**config.mk**
```make
export PLATFORM = sky130hd
export DESIGN_NAME = sha3_input_packer
export DESIGN_NICKNAME = d
export VERILOG_FILES = /design/src/rtl/sha3_pkg.sv /design/src/rtl/sha3_lane_byteswap.sv /design/src/rtl/sha3_input_packer.sv
export SDC_FILE = /design/constraint.sdc
export NUM_CORES = 1
export LEC_CHECK = 0
export BUFFER_PORTS_ARGS = -buffer_cell sky130_fd_sc_hd__buf_2
export CORE_AREA = 2 2 255 257
export CTS_BUF_LIST = sky130_fd_sc_hd__clkbuf_2
export DETAILED_ROUTE_END_ITERATION = 6
export DIE_AREA = 0 0 257 259
export GPL_TIMING_DRIVEN = 0
export SLEW_MARGIN = 10
export SYNTH_ARGS = -nofsm -noshare
export SYNTH_HDL_FRONTEND = slang
export SYNTH_SLANG_ARGS = --single-unit
```
**constraint.sdc**
```tcl
create_clock -name clk -period 2.25 [get_ports clk]
set_input_delay 0.3375 -clock clk [delete_from_list [all_inputs] [get_ports clk]]
set_output_delay 0.3375 -clock clk [all_outputs]
set_load 0.02 [all_outputs]
```
**src/rtl/sha3_pkg.sv**
```systemverilog
// ---------------------------------------------------------------------------
// sha3_pkg
// Shared constants and types for the SHA3 input path.
//   RATE_BYTES  : SHA3-512 rate in bytes (576 bits)
//   PAD_FIRST   : domain/pad byte placed right after the last message byte
//   PAD_LAST    : pad byte OR-ed into the final byte of the rate block
//   PAD_BLOCK   : a complete padding-only rate block (0x06 ... 0x80)
//   state_t     : packer FSM states
// ---------------------------------------------------------------------------
package sha3_pkg;

    localparam int RATE_BYTES = 72;

    localparam logic [7:0] PAD_FIRST = 8'h06;
    localparam logic [7:0] PAD_LAST  = 8'h80;

    localparam logic [8*RATE_BYTES-1:0] PAD_BLOCK =
        {PAD_LAST, {(8*RATE_BYTES-16){1'b0}}, PAD_FIRST};

    typedef enum logic [1:0] {
        ST_FILL   = 2'd0,
        ST_OUT    = 2'd1,
        ST_PADBLK = 2'd2
    } state_t;

endpackage

```
**src/rtl/sha3_lane_byteswap.sv**
```systemverilog
// ---------------------------------------------------------------------------
// sha3_lane_byteswap
// Converts a big-endian message word (first byte in [63:56]) into a
// little-endian lane (first byte in [7:0]) and zeroes every byte at or
// beyond the valid byte count.
//   word   : input message word
//   nbytes : valid bytes counted from the MSB, 0..8
//   lane   : byte-reversed, masked lane
// ---------------------------------------------------------------------------
module sha3_lane_byteswap (
    input  logic [63:0] word,
    input  logic [3:0]  nbytes,
    output logic [63:0] lane
);

    genvar gi;
    generate
        for (gi = 0; gi < 8; gi++) begin : g_byte
            assign lane[8*gi +: 8] = (4'(gi) < nbytes) ? word[63-8*gi -: 8] : 8'h00;
        end
    endgenerate

endmodule

```
**src/rtl/sha3_input_packer.sv**
```systemverilog
// ---------------------------------------------------------------------------
// sha3_input_packer
// Packs a stream of 64-bit message words into 576-bit SHA3-512 rate blocks.
// Optional SHA3 padding is compiled in with the macro SHA3_INPUT_PAD_EN.
//
// Ports
//   clk, rst_n   : clock (rising edge), asynchronous active-low reset
//   in_valid     : message word valid
//   in_ready     : packer accepts a word this cycle (FILL state only)
//   in_data      : message word, first byte in [63:56]
//   in_last      : final message word
//   in_bytes     : valid bytes in the final word (0..8, clamped to 8)
//   blk_valid    : rate block valid (OUT / PADBLK states)
//   blk_ready    : consumer accepts the block
//   blk_data     : rate block, message byte k at [8k+7:8k]
//   blk_nbytes   : message bytes carried by the block (0..72)
//   blk_last     : final block of the message
// ---------------------------------------------------------------------------
module sha3_input_packer
    import sha3_pkg::*;
#(
    parameter int WORD_W     = 64,
    parameter int RATE_LANES = 9
) (
    input  logic                    clk,
    input  logic                    rst_n,
    input  logic                    in_valid,
    output logic                    in_ready,
    input  logic [WORD_W-1:0]       in_data,
    input  logic                    in_last,
    input  logic [3:0]              in_bytes,
    output logic                    blk_valid,
    input  logic                    blk_ready,
    output logic [8*RATE_BYTES-1:0] blk_data,
    output logic [6:0]              blk_nbytes,
    output logic                    blk_last
);

    localparam logic [3:0] LANE_LAST = 4'(RATE_LANES - 1);

    state_t                  state_reg,    state_next;
    logic [3:0]              lane_reg,     lane_next;
    logic [8*RATE_BYTES-1:0] buf_reg,      buf_next;
    logic [6:0]              nbytes_reg,   nbytes_next;
    logic                    last_reg,     last_next;
    logic                    exact_reg,    exact_next;
    logic                    in_ready_reg, in_ready_next;

    logic [3:0]              eff_bytes;
    logic [6:0]              nb_word;
    logic                    block_done;
    logic [63:0]             swapped;
    logic [8*RATE_BYTES-1:0] buf_lane;
    logic [8*RATE_BYTES-1:0] buf_fill;
    logic                    exact_pad;

    // Non-final words are always full; an oversized count on the final word
    // is clamped to a full word.
    assign eff_bytes  = !in_last ? 4'd8 : ((in_bytes > 4'd8) ? 4'd8 : in_bytes);
    assign nb_word    = {lane_reg, 3'b000} + {3'b000, eff_bytes};
    assign block_done = in_last || (lane_reg == LANE_LAST);

    sha3_lane_byteswap u_swap (
        .word   (in_data),
        .nbytes (eff_bytes),
        .lane   (swapped)
    );

    // Drop the swapped word into the lane selected by the lane counter.
    genvar gi;
    generate
        for (gi = 0; gi < RATE_LANES; gi++) begin : g_lane
            assign buf_lane[64*gi +: 64] = (lane_reg == 4'(gi)) ? swapped : buf_reg[64*gi +: 64];
        end
    endgenerate

`ifdef SHA3_INPUT_PAD_EN
    logic                    exact_fill;
    logic [8*RATE_BYTES-1:0] pad_vec;

    // A final word landing exactly on the last byte of the rate leaves no
    // room for padding; the pad goes into a separate all-padding block.
    assign exact_fill = in_last && (lane_reg == LANE_LAST) && (eff_bytes == 4'd8);

    // 0x06 right after the last message byte, 0x80 in the top byte; the two
    // merge into 0x86 when the message ends on byte 70.
    generate
        for (gi = 0; gi < RATE_BYTES; gi++) begin : g_pad
            assign pad_vec[8*gi +: 8] = ((7'(gi) == nb_word) ? PAD_FIRST : 8'h00) |
                                        ((gi == RATE_BYTES - 1) ? PAD_LAST : 8'h00);
        end
    endgenerate

    assign buf_fill  = (in_last && !exact_fill) ? (buf_lane | pad_vec) : buf_lane;
    assign exact_pad = exact_fill;
`else
    assign buf_fill  = buf_lane;
    assign exact_pad = 1'b0;
`endif

    always_comb begin
        state_next  = state_reg;
        lane_next   = lane_reg;
        buf_next    = buf_reg;
        nbytes_next = nbytes_reg;
        last_next   = last_reg;
        exact_next  = exact_reg;

        case (state_reg)
            ST_FILL: begin
                if (in_valid && in_ready_reg) begin
                    buf_next    = buf_fill;
                    nbytes_next = nb_word;
                    if (block_done) begin
                        state_next = ST_OUT;
                        last_next  = in_last && !exact_pad;
                        exact_next = exact_pad;
                    end else begin
                        lane_next = lane_reg + 4'd1;
                    end
                end
            end
            ST_OUT: begin
                if (blk_ready) begin
                    lane_next = 4'd0;
                    if (exact_reg) begin
                        state_next  = ST_PADBLK;
                        buf_next    = PAD_BLOCK;
                        nbytes_next = 7'd0;
                        last_next   = 1'b1;
                        exact_next  = 1'b0;
                    end else begin
                        state_next  = ST_FILL;
                        buf_next    = '0;
                        nbytes_next = 7'd0;
                        last_next   = 1'b0;
                    end
                end
            end
            ST_PADBLK: begin
                if (blk_ready) begin
                    state_next  = ST_FILL;
                    lane_next   = 4'd0;
                    buf_next    = '0;
                    nbytes_next = 7'd0;
                    last_next   = 1'b0;
                    exact_next  = 1'b0;
                end
            end
            default: begin
                state_next = ST_FILL;
            end
        endcase

        // Registered so in_ready stays low during reset and rises on the
        // first edge after release.
        in_ready_next = (state_next == ST_FILL);
    end

    always_ff @(posedge clk or negedge rst_n) begin
        if (!rst_n) begin
            state_reg    <= ST_FILL;
            lane_reg     <= 4'd0;
            buf_reg      <= '0;
            nbytes_reg   <= 7'd0;
            last_reg     <= 1'b0;
            exact_reg    <= 1'b0;
            in_ready_reg <= 1'b0;
        end else begin
            state_reg    <= state_next;
            lane_reg     <= lane_next;
            buf_reg      <= buf_next;
            nbytes_reg   <= nbytes_next;
            last_reg     <= last_next;
            exact_reg    <= exact_next;
            in_ready_reg <= in_ready_next;
        end
    end

    assign in_ready   = in_ready_reg;
    assign blk_valid  = (state_reg == ST_OUT) || (state_reg == ST_PADBLK);
    assign blk_data   = buf_reg;
    assign blk_nbytes = nbytes_reg;
    assign blk_last   = last_reg;

endmodule

```
After elaboration in Yosys (flattened, before gate mapping)
Cells that the tools add are included.

$add $sub $neg: 2. $mul: 0. Divide/modulo/power cells: 0. Magnitude comparators: 9. Equal/unequal tests: 25. Shift-type cells: 0. Mux-type cells: 46. Bitwise gates (word level): 0. Reduce and logical (&&, ||, !) cells: 22.

Operators with widths (count): two-way mux 576 bit (4); one-hot mux 576 bit (3 select lines) (1); two-way mux 64 bit (9); two-way mux 8 bit (8); AND reduction 5 bit (10); inequality test 2 bit, second input constant (14); two-way mux 4 bit (5); equality test 4 x 3 -> 1 bit, second input constant (4); < comparator 3 x 4 -> 1 bit, first input constant (4); two-way mux 7 bit (2); one-hot mux 7 bit (2 select lines) (1); two-way mux 2 bit (5); equality test 4 x 2 -> 1 bit, second input constant (2); < comparator 1 x 4 -> 1 bit, first input constant (2); < comparator 2 x 4 -> 1 bit, first input constant (2); one-hot mux 4 bit (2 select lines) (1); AND reduction 4 bit (2); adder 7 x 4 -> 7 bit (1); two-way mux 1 bit (7); one-hot mux 2 bit (3 select lines) (1); adder 4 x 1 -> 4 bit, second input constant (1); equality test 4 x 1 -> 1 bit, second input constant (1); equality test 4 bit, second input constant (1); greater-than comparator 4 bit, second input constant (1); 13 further kinds (15).

Flip-flop bits (word level): 592. Bits in latches: 0. RAM bits: 0. Bits in read-only memories: 0. Input bits: 73. Output and inout bits: 586. Logic and storage cells: 119. Memories kept: 0.

Longest topological paths before layout
Depth after elaboration: 8. Depth in mapped cells: 10.

Modules after synthesis
From an unflattened synthesis, not the netlist that was laid out.

Cell total of the unflattened synthesis: 1538. Area total of the unflattened synthesis: 23622.7 um^2.

Modules (own cells, without submodules): sha3_input_packer (times used 1, cells each 1465, area an instance 23145.9 um^2, seq. area each 14789.2 um^2); sha3_lane_byteswap (times used 1, cells each 73, area an instance 476.7 um^2, seq. area each 0.0 um^2).

Worst setup path after synthesis
Ideal clock, no wire load.

Kind: register to register. Start: register state_reg[0]. End: register buf_reg[0], in the netlist blk_data[0]. Library setup time: 125 ps. Arrival time: 2181 ps. Required time: 2125 ps. Setup slack: -56 ps. Cell stages (with the launch flop): 11. Path buffers: 4. Cell sequence: dfrtp_1 inv_1 ha_1 buf_4 or2_1 buf_4 nand2_8 a21o_1 buf_6 buf_8 mux2_4.

Longest elaborated chain between the ends: 3. Elaborated cells between the ends (all ways): 10. Those cells by class: eq/ne: 6; mux: 1; reduce/logical: 3.

Ends and longest elaborated chain: from (decl) (line sha3_input_packer.sv:41) `state_t state_reg, state_next;`; from (signal assigned) (line sha3_input_packer.sv:170) `state_reg <= state_next;`; equality test 2 bit, or another cell as far along (line sha3_input_packer.sv:109) `case (state_reg)`; inequality test 2 bit (no source line) or nonzero test 3 bit (tied branches); AND reduction 5 bit (no source line); to (signal assigned) (line sha3_input_packer.sv:172) `buf_reg <= buf_next;`; to (decl) (line sha3_input_packer.sv:43) `logic [8*RATE_BYTES-1:0] buf_reg, buf_next;`.

Parallel ways exist; a longest one is shown, timed or not. A chain may end at the register's enable or synchronous reset.

Worst setup path in the final report
Start: register state_reg[0]. End: register buf_reg[407], in the netlist blk_data[407].

The elaborated chain is that of the path after synthesis.

==> summary.md <==
| Metric | Value |
|---|---|
| Clock network power share | `0.131` |
| DR vias/cell | `4.72` |
| Syn avg cell area | `roughly 17 sq um` |
| Clock Path Buffers | `3` |
| Reg2reg path depth | `11` |
| Sequential area share after synthesis | `0.604` |
| Number of flip-flops in the largest register | `576` |
| Last element of the critical path | `blk_data[407]` |
| Yosys warns | `0` |
| Total wire length | `about 80,000 um` |
| Int Pwr | `0.0356 W` |
| # rows | `93` |
| Multi-input gate area | `between 0.008 and 0.009 sq mm` |
| Max H-tree Level | `4` |
| Critical R2R Launch | `state_reg[0]` |
| Vias in the first global route | `about 18,000` |
| Failing checks | `setup timing` |
| Die ar. | `0.0666 sq mm` |
| PwrDens | `between 1500 and 2000 mW/mm^2` |
| RSZ-0062 raised after global routing | `yes` |
| Placed Cells | `approximately 3,000` |
| I/O pin count | `~660` |
| Post-synthesis async set-or-reset flop share | `1.00` |
| Synth Register Bits | `between 500 and 600` |
| Area growth syn-to-layout | `39.8%` |
| Via count | `around 16,000` |
| Setup Total Neg Slack | `-18.14 ns` |
| Fmax | `414 MHz` |
| Comb pwr share | `0.569` |
| Initial Util | `0.383` |
| Sequential share of power | `0.300` |
| Hold Crit Class | `primary input to async pin` |
| Cell area after layout | `about 0.034 sq mm` |
| Die width | `around 260 um` |
| CTS tree | `done` |
| Dpl hpwl | `between 50,000 and 60,000 um` |
| Final Hold Vio Count | `0` |
| Post-layout util | `0.536` |
| Number of flops mapped to enable cells by yosys | `0` |
| Clk sinks | `approximately 590` |
| Crit path arrival time | `around 3.6 ns` |
| Hold_ws | `0.156 ns` |
| Reg-to-reg slack, setup | `-0.16 ns` |
| GPL Wtd Cong | `around 0.84` |
| Area post-placement | `approximately 0.029 sq mm` |
| Storage cell area | `approximately 0.015 sq mm` |
| Final setup skew | `0.131 ns` |
| Worst Setup SP | `state_reg[0]` |
| Net Sw Power | `between 0.02 and 0.025 W` |
| Global-route wire length before repair | `approximately 120,000 um` |
| Max-cap violations | `0` |
| IO Port Bufs | `658` |
| Clock Latency Late Sink | `between 1 and 1.5 ns` |
| CP Class | `flip-flop to flip-flop` |
| Worst-Margin Slew | `~0.8 ns` |
| Fin crit period | `approximately 2.4 ns` |
| Static Leak | `~18 nW` |
| CTS root buffer | `clkbuf_2` |
| Final Cycle Share | `1.07` |
| Worst setup EP type | `flip-flop` |
| Drt first pass iters | `7` |
| Grt ovf | `0` |
| CP Max Fanout | `9` |
| CP Launch Type | `flip-flop` |
| Gate Count Post-Synth | `roughly 1,500` |
| CTS clk-pin slew, worst paths | `0.10 ns` |
| Top FF cell, synth | `dfrtp_1` |
| Layout cells sized above 1 | `0.645` |
| Wire per inst | `23.1 um` |
| Mapped cell area | `0.0245 sq mm` |
| Peak supply drop | `0.000788 V` |
| Synth unique cells | `47` |
| Status | `finished, violations left` |
| Core Box Area | `0.0639 sq mm` |
| Reg-to-Reg End | `blk_data[407]` |
| Switch share | `0.402` |
| Remaining DRCs | `0` |
| Largest net degree at the start of global routing | `roughly 110` |
| Num CTS Buffers | `between 150 and 200` |
| Routed Antenna Nets | `0` |
| Final Setup Violations | `approximately 290` |
| Final Net Count | `between 2,000 and 3,000` |
| Initial antenna violation count | `4` |
| Relative slew margins | `0.466` |
| Non-Filler Instances | `3,449` |
| Syn Nets | `between 1,500 and 2,000` |
| DR iter-0 viols | `~720` |
| Setup WS post-layout | `-0.163 ns` |
| GRT Util Overall | `0.237` |
| Die Ht | `between 200 and 300 um` |
| Fillers | `5,403` |
| Worst path required time | `between 3 and 4 ns` |
| Max Slew Vio Count | `0` |
-- final cells by class --
type                            count  area share
Antenna cell                        4    0.000292
Multi-Input combinational cell    735       0.259
Tap cell                          855      0.0312
Timing Repair Buffer              867       0.199
Buffer                            111      0.0345
Clock buffer                      221      0.0323
Sequential cell                   591       0.432
Clock inverter                     52     0.00994
Inverter                           13     0.00142
-- layout by cell type, fill, tap and decap left out, types with 4 or more instances in the layout --
cell type | synthesis | routed
dfrtp_1 | 591 | 590
buf_2 | 14 | 529
mux2_4 | 300 | 300
mux2_2 | 246 | 246
clkbuf_2 | 0 | 223
buf_6 | 5 | 153
dlygate4sd3_1 | 0 | 82
buf_4 | 14 | 77
buf_12 | 0 | 55
and2_1 | 56 | 52
clkbuf_1 | 66 | 45
mux2_1 | 33 | 33
clkinv_1 | 1 | 32
buf_16 | 0 | 21
nand3_1 | 10 | 10
inv_1 | 12 | 10
bufbuf_16 | 0 | 10
ha_1 | 10 | 9
and3_1 | 8 | 8
o21ai_0 | 7 | 7
nand2_1 | 6 | 6
inv_2 | 0 | 6
clkinv_2 | 0 | 6
nor2_1 | 7 | 5
nor2_4 | 3 | 5
a21o_4 | 0 | 5
diode_2 | 0 | 4
a21oi_2 | 3 | 4
a21oi_4 | 0 | 4
and2_2 | 0 | 4
bufinv_16 | 0 | 4
-- routing by layer --
layer,wire (um),track usage,up-vias
met1,32400,0.287,8295
li1,-,-,7220
met3,4890,0.0682,189
met5,0,0,-
met2,39100,0.392,560
met4,3440,0.110,0
-- worst max-delay path: stages, from the launching register on --
cell	delay (ns)
dfrtp_1	0.39
inv_2	0.06
ha_4	0.26
buf_4	0.21
or2_1	0.14
buf_6	0.15
nand2_8	0.08
a21o_4	0.23
bufbuf_16	0.29
buf_12	0.13
buf_16	0.13
mux2_4	0.29
-- synthesized netlist by cell type (8+ instances only) --
master / n / share of area
mux2_2: 246 / 0.11
ha_1: 10 / 0.0051
dfrtp_1: 591 / 0.60
mux2_4: 300 / 0.18
nand3_1: 10 / 0.0020
inv_1: 12 / 0.0018
clkbuf_1: 66 / 0.010
buf_2: 14 / 0.0029
mux2_1: 33 / 0.015
buf_4: 14 / 0.0043
and2_1: 56 / 0.014
buf_8: 30 / 0.018
and3_1: 8 / 0.0020
-- power groups by stage --
stage / Combinational, W / Clock, W / Sequential, W
global placement: 0.0279 / 0 / 0.0176
CTS: 0.0329 / 0.00803 / 0.0177
finish: 0.0339 / 0.00778 / 0.0178
detailed placement: 0.0283 / 0 / 0.0177
floorplan: 0.0133 / 0 / 0.0231
global route: 0.0354 / 0.00867 / 0.0183
-- how the worst min path moves through the flow --
stage | end | cells after the start
detailed placement | blk_data[440] | 1
global placement | blk_data[140] | 1
global route | blk_data[519] | 4
floorplan | blk_data[0] | 0
finish | blk_data[519] | 4
CTS | blk_data[201] | 4
-- timing repair --
| item | in CTS | in global routing |
|---|---|---|
| buffers inserted | 42 | 54 |
| pin swaps | 4 | 0 |
| hold buffers | 84 | 0 |
| setup endpoints to repair | 1161 | 1091 |
| hold endpoints to repair | 1074 | 0 |
| resized for setup | 202 | 202 |
| gates cloned | 25 | 0 |
-- kinds of logic after synthesis --
kind of cell | after synthesis | share of synthesized area
flops | 591 | 0.604
fa+ha+maj | 10 | 0.00511
buf+inv | 143 | 0.0401
simple gates | 112 | 0.0291
mux | 580 | 0.313
compound gates | 30 | 0.00873
xor+xnor | 2 | 0.000715
-- stage by stage --
step           power (W)  setup slack, ns
2_1_floorplan     0.0363           0.0476
3_5_place_dp      0.0460           -0.789
4_1_cts           0.0586           -0.336
6_report          0.0595           -0.163
3_3_place_gp      0.0455           -11.20
5_1_grt           0.0625           -0.334
Note: power is estimated with default switching activity, not from simulation.
